$ cat config.mk
export PLATFORM = sky130hd
export DESIGN_NAME = control_sequencer
export DESIGN_NICKNAME = d
export VERILOG_FILES = /design/src/rtl/control_sequencer.sv
export SDC_FILE = /design/constraint.sdc
export NUM_CORES = 1
export LEC_CHECK = 0
export CAP_MARGIN = 20
export CORE_MARGIN = 10
export CORE_UTILIZATION = 35
export CTS_CLUSTER_SIZE = 30
export DETAILED_ROUTE_END_ITERATION = 8
export HOLD_SLACK_MARGIN = 0.05
export PLACE_DENSITY = 0.78
export SYNTH_ARGS = -nofsm -noshare
export SYNTH_HDL_FRONTEND = slang
export SYNTH_SLANG_ARGS = --single-unit
export TNS_END_PERCENT = 30
$ cat constraint.sdc
create_clock -name clk -period 3 [get_ports clk]
set_input_delay 0.9 -clock clk [delete_from_list [all_inputs] [get_ports clk]]
set_output_delay 0.9 -clock clk [all_outputs]
set_load 0.01 [all_outputs]
$ cat src/rtl/control_sequencer.sv
// control_sequencer
//   Hardwired Moore control unit for a simple bus-based CPU. Steps through
//   IDLE -> T0..T7 -> T0 (or HALT), decoding control strobes from the state
//   register plus the opcode captured on the edge leaving T2.
//
// Ports
//   clk, reset         system clock, synchronous active-high reset
//   stop               request to halt at the next instruction boundary
//   IR[31:0]           instruction register; opcode = IR[31:27]
//   PCout/PCin/IncPc   program counter bus drive, load, increment
//   MARin, MDRin       MAR / MDR load
//   MDRout             MDR bus drive
//   read, write        memory strobes
//   mdr_read[1:0]      MDR source: 01 = memory, 00 = bus
//   IRin, Yin          IR / Y load
//   Zlowin, Zlowout    Z-low load / bus drive
//   Gra, Grb, Grc      register-field selects
//   Rin, Rout, BAout   selected-register load / drive / base-address drive
//   Cout               sign-extended constant bus drive
//   control[3:0]       ALU op: 2 = add, 3 = sub, 0 = idle
//   run                high while sequencing (not IDLE, not HALT)
module control_sequencer (
  input  logic        clk,
  input  logic        reset,
  input  logic        stop,
  input  logic [31:0] IR,
  output logic        PCout,
  output logic        PCin,
  output logic        IncPc,
  output logic        MARin,
  output logic        MDRin,
  output logic        MDRout,
  output logic        read,
  output logic        write,
  output logic [1:0]  mdr_read,
  output logic        IRin,
  output logic        Yin,
  output logic        Zlowin,
  output logic        Zlowout,
  output logic        Gra,
  output logic        Grb,
  output logic        Grc,
  output logic        Rin,
  output logic        Rout,
  output logic        BAout,
  output logic        Cout,
  output logic [3:0]  control,
  output logic        run
);

  localparam logic [3:0] S_IDLE = 4'd0;
  localparam logic [3:0] S_T0   = 4'd1;
  localparam logic [3:0] S_T1   = 4'd2;
  localparam logic [3:0] S_T2   = 4'd3;
  localparam logic [3:0] S_T3   = 4'd4;
  localparam logic [3:0] S_T4   = 4'd5;
  localparam logic [3:0] S_T5   = 4'd6;
  localparam logic [3:0] S_T6   = 4'd7;
  localparam logic [3:0] S_T7   = 4'd8;
  localparam logic [3:0] S_HALT = 4'd9;

  localparam logic [4:0] OP_LD   = 5'b00000;
  localparam logic [4:0] OP_LDI  = 5'b00001;
  localparam logic [4:0] OP_ST   = 5'b00010;
  localparam logic [4:0] OP_ADD  = 5'b00011;
  localparam logic [4:0] OP_SUB  = 5'b00100;
  localparam logic [4:0] OP_ADDI = 5'b01100;
  localparam logic [4:0] OP_NOP  = 5'b11010;
  localparam logic [4:0] OP_HALT = 5'b11011;

  localparam logic [3:0] ALU_IDLE = 4'd0;
  localparam logic [3:0] ALU_ADD  = 4'd2;
  localparam logic [3:0] ALU_SUB  = 4'd3;

  logic [3:0] state;
  logic [3:0] state_nxt;
  logic [4:0] opcode;
  logic       stop_flag;

  // Only the opcode field is decoded here; operand fields go to the datapath.
  logic       ir_fields_unused;
  assign ir_fields_unused = ^IR[26:0];

  // Instruction class decode; anything unrecognised falls into is_nop.
  logic is_ld, is_ldi, is_st, is_add, is_sub, is_addi, is_halt, is_nop;
  logic [3:0] final_state;

  always_comb begin
    is_ld   = 1'b0;
    is_ldi  = 1'b0;
    is_st   = 1'b0;
    is_add  = 1'b0;
    is_sub  = 1'b0;
    is_addi = 1'b0;
    is_halt = 1'b0;
    is_nop  = 1'b0;
    case (opcode)
      OP_LD:   is_ld   = 1'b1;
      OP_LDI:  is_ldi  = 1'b1;
      OP_ST:   is_st   = 1'b1;
      OP_ADD:  is_add  = 1'b1;
      OP_SUB:  is_sub  = 1'b1;
      OP_ADDI: is_addi = 1'b1;
      OP_HALT: is_halt = 1'b1;
      default: is_nop  = 1'b1;
    endcase

    if (is_ld || is_st)
      final_state = S_T7;
    else if (is_nop || is_halt)
      final_state = S_T3;
    else
      final_state = S_T5;
  end

  // Next-state logic. The live stop input is OR'd with the sticky flag so a
  // request arriving in the final state still takes effect at that boundary.
  always_comb begin
    state_nxt = S_IDLE;
    case (state)
      S_IDLE: state_nxt = S_T0;
      S_T0:   state_nxt = S_T1;
      S_T1:   state_nxt = S_T2;
      S_T2:   state_nxt = S_T3;
      S_T3, S_T4, S_T5, S_T6, S_T7: begin
        if (state == S_T3 && is_halt)
          state_nxt = S_HALT;
        else if (state == final_state)
          state_nxt = (stop_flag || stop) ? S_HALT : S_T0;
        else
          state_nxt = state + 4'd1;
      end
      S_HALT: state_nxt = S_HALT;
      default: state_nxt = S_IDLE;
    endcase
  end

  always_ff @(posedge clk) begin
    if (reset) begin
      state     <= S_IDLE;
      stop_flag <= 1'b0;
      opcode    <= OP_NOP;
    end else begin
      state <= state_nxt;
      if (stop)
        stop_flag <= 1'b1;
      if (state == S_T2)
        opcode <= IR[31:27];
    end
  end

  // Moore output decode.
  always_comb begin
    PCout    = 1'b0;
    PCin     = 1'b0;
    IncPc    = 1'b0;
    MARin    = 1'b0;
    MDRin    = 1'b0;
    MDRout   = 1'b0;
    read     = 1'b0;
    write    = 1'b0;
    mdr_read = 2'b00;
    IRin     = 1'b0;
    Yin      = 1'b0;
    Zlowin   = 1'b0;
    Zlowout  = 1'b0;
    Gra      = 1'b0;
    Grb      = 1'b0;
    Grc      = 1'b0;
    Rin      = 1'b0;
    Rout     = 1'b0;
    BAout    = 1'b0;
    Cout     = 1'b0;
    control  = ALU_IDLE;
    run      = (state != S_IDLE) && (state != S_HALT);

    case (state)
      S_T0: begin
        PCout  = 1'b1;
        MARin  = 1'b1;
        IncPc  = 1'b1;
        Zlowin = 1'b1;
      end
      S_T1: begin
        Zlowout  = 1'b1;
        PCin     = 1'b1;
        read     = 1'b1;
        mdr_read = 2'b01;
        MDRin    = 1'b1;
      end
      S_T2: begin
        MDRout = 1'b1;
        IRin   = 1'b1;
      end
      S_T3: begin
        if (is_ld || is_ldi || is_st) begin
          Grb   = 1'b1;
          BAout = 1'b1;
          Yin   = 1'b1;
        end else if (is_add || is_sub || is_addi) begin
          Grb  = 1'b1;
          Rout = 1'b1;
          Yin  = 1'b1;
        end
      end
      S_T4: begin
        Zlowin = 1'b1;
        if (is_add || is_sub) begin
          Grc     = 1'b1;
          Rout    = 1'b1;
          control = is_sub ? ALU_SUB : ALU_ADD;
        end else begin
          Cout    = 1'b1;
          control = ALU_ADD;
        end
      end
      S_T5: begin
        Zlowout = 1'b1;
        if (is_ld || is_st) begin
          MARin = 1'b1;
        end else begin
          Gra = 1'b1;
          Rin = 1'b1;
        end
      end
      S_T6: begin
        MDRin = 1'b1;
        if (is_st) begin
          Gra      = 1'b1;
          Rout     = 1'b1;
          mdr_read = 2'b00;
        end else begin
          read     = 1'b1;
          mdr_read = 2'b01;
        end
      end
      S_T7: begin
        if (is_st) begin
          write = 1'b1;
        end else begin
          MDRout = 1'b1;
          Gra    = 1'b1;
          Rin    = 1'b1;
        end
      end
      default: ;
    endcase
  end

endmodule

==> flow_summary_export.csv <==
group,metric,value,unit
critical_path,arrival,2000,ps
yosys,synth-edff-count,0,
cts,root_buffer,"clkbuf_4",
floorplanning,dieArea,5210,um2
yosys,synth_commonest_cells,"nand2_1, dfxtp_1, nor2_1, buf_4",
power_and_ir_drop,p_total,0.000763,W
hold_path,worstHoldPathCells,2,
cells_and_area,fillers,249,
critical_path,r2r_start,"opcode[3]$_SDFFE_PP1P_",
routing,wire_per_inst,14.9,um
placement,postPlaceCellArea,1260,um2
critical_path,max_stage_delay,540,ps
routing,ant_nets,0,
critical_path,crit_fanout,9,
grt,grt_pass1_vias,950,
timing,whs,498,ps
timing,maxSlewViolCount,0,
hold_path,hold_class,"flop to flop",
yosys,yosys_warnings,0,
cells_and_area,area_growth,41.0,%
yosys,syn_inst,121,
cells_and_area,fin_util,52.8,%
floorplanning,die_y,72.2,um
cells_and_area,drive_above_1_share,22.5,%
critical_path,rrSetupSlack,1070,ps
cts,cts_setup_buffers,0,
placement,dp_hpwl,2080,um
timing,min_period,2900,ps
cts,clk_pin_slew,70,ps
routing,vias,988,
timing,setup_viol,0,
floorplanning,core,2540,um2
yosys,syn_area,952,um2
hold_path,hp-start,"stop_flag$_SDFFE_PP0P_",
job,drv_cap,0,
timing,max_freq,344,MHz
cts,cts_sinks,10,
hold_path,worstHoldEndpoint,"stop_flag$_SDFFE_PP0P_",
routing,drt-initial-drc-count,64,
cells_and_area,final_cells,181,
cts,clk_path_buf_depth,2,
critical_path,reg2reg_depth,5,
power_and_ir_drop,power.density,568,nW/um2
yosys,synth.avg_cell_area,7.87,um2
cells_and_area,finalInstanceArea,1340,um2
routing,post-route-drc-count,0,
floorplanning,ios,61,
yosys,ys_ff_latch,10,
cts,hold_buffers,0,
yosys,synth_top_area_share,21.0,%
grt,grt_max_degree,11,
cts,htree_levels,1,
grt,grt.total_usage,9.90,%
critical_path,crit_chain,"ha_1 > mux2i_1 > nor2_1 > o21a_1 > clkdlybuf4s50_1",
power_and_ir_drop,p_leak,0.522,nW
critical_path,worstSetupEndpointType,"output pin",
yosys,ys_seq_area_share,21.0,%
critical_path,cp_slowest_cell,"clkdlybuf4s50_1",
timing,finClkSkew,1.28,ps
critical_path,cp-start-kind,"flop",
placement,port-buffer-count,30,
outcome,status,"completed",
timing,period_share,96.8,%
cts,cts_buffers,3,
routing,vias_per_cell,5.46,
floorplanning,die_w,72.2,um
critical_path,path_class,"flop to output pin",
placement,place_inst,177,
routing,first_pass_iters,4,
critical_path,reg2reg_to,"state[2]$_SDFF_PP0_",
power_and_ir_drop,irDropWorstVdd,0.459,mV
yosys,synth_top_cell_by_area,"dfxtp_1",
cts,clock_latency,250,ps
cells_and_area,final_nets,191,
floorplanning,start_util,37.4,%
yosys,synth_flop_cell,"dfxtp_1",
routing,wl,2690,um
yosys,ys_top_cells_by_area,"dfxtp_1, nand2_1, ha_1",
timing,hold_violations,0,
yosys,synth_most_common_cell,"nand2_1",
cts,cts_tree,"built",
placement,place.gp.congestion,0.870,
floorplanning,rows,18,
yosys,synthDistinctLibCells,49,
cells_and_area,diodes,0,
grt,grt-ovfl-total,0,
grt,antenna_found_initial,0,
yosys,async_flop_share,0,%
critical_path,required,2100,ps
grt,grt_pass1_wl,4380,um
per-stage QoR:
step           worst slack, ps  setup TNS, ps
4_1_cts                   13.7              0
6_report                  95.6              0
2_1_floorplan              724              0
3_3_place_gp               311              0
5_1_grt                  -15.4          -27.8
3_5_place_dp               254              0
power by group:
part	internal, W	switching [W]
clock network	0.0000735	0.0000437
registers	0.000156	0.0000380
logic	0.000234	0.000218
total	0.000463	0.000300
metal layers:
layer / global-route usage (%) / wire [um] / up-vias / part of all wire, %
met4: 3.44 / 38 / 0 / 1.4
met3: 2.86 / 228 / 4 / 8.5
met2: 15.8 / 1220 / 39 / 45
met1: 12.3 / 1210 / 458 / 45
met5: 0 / 0 / - / 0
li1: - / - / 487 / -
worst max-delay path, delay by kind of cell, from the launching register on:
kind | cells | cell delay, ps
muxes | 1 | 120
and+or+nand+nor | 1 | 140
AOI/OAI and AO/OA | 1 | 150
buffers and inverters | 1 | 540
DFF | 1 | 410
adders and majority gates | 1 | 380
cells in the final DEF (no fill, tap or decap), types with 3 or more instances in the layout:
cell type and instances:
nor2_1 8, a211o_1 3, and3_1 3, or2_2 3, nand2_1 14, nand2b_1 4
a21oi_1 4, o21a_1 3, conb_1 3, clkbuf_4 3, dfxtp_2 4, buf_4 5
dfxtp_1 6, nand3_1 5, inv_1 4, o21ai_0 3, clkdlybuf4s50_1 29
final cells by class:
type                            instances  area (um2)  area share, %
Multi-Input combinational cell         97         704           52.5
Timing Repair Buffer                   35         340           25.3
Sequential cell                        10         205           15.3
Tap cell                               30        37.5           2.80
Clock buffer                            4        36.3           2.70
Inverter                                5        18.8           1.40
kinds of logic (layout without fill, tap and decap cells):
family / count (synthesis) / count (layout) / share of synthesized area [%]
other: 1 / 3 / 0.394
AOI/OAI and AO/OA: 25 / 25 / 20.5
adders and majority gates: 4 / 4 / 5.26
DFF: 10 / 10 / 21.0
and+or+nand+nor: 62 / 62 / 39.8
muxes: 3 / 3 / 3.29
buffers and inverters: 16 / 44 / 9.72
state kept, by name, summed over array words and instances (netlist names):
register,cells
opcode,5
state,4
stop_flag,1
worst max-delay path by stage:
stage,from,end,slack [ps]
finish,state[0]$_SDFF_PP0_,mdr_read[0],100
global route,opcode[3]$_SDFFE_PP1P_,Gra,-20
CTS,state[1]$_SDFF_PP0_,Rout,10
detailed placement,state[1]$_SDFF_PP0_,Rout,250
global placement,state[1]$_SDFF_PP0_,control[0],310
floorplan,opcode[0]$_SDFFE_PP0P_,Rout,720
what timing repair did:
item,CTS,global route
endpoints found under the hold margin,0,0
resized for setup,2,12
gates cloned,0,0
endpoints found under the setup margin,2,11
pin swaps,0,1
No activity file was read; power rests on OpenSTA's default activity.
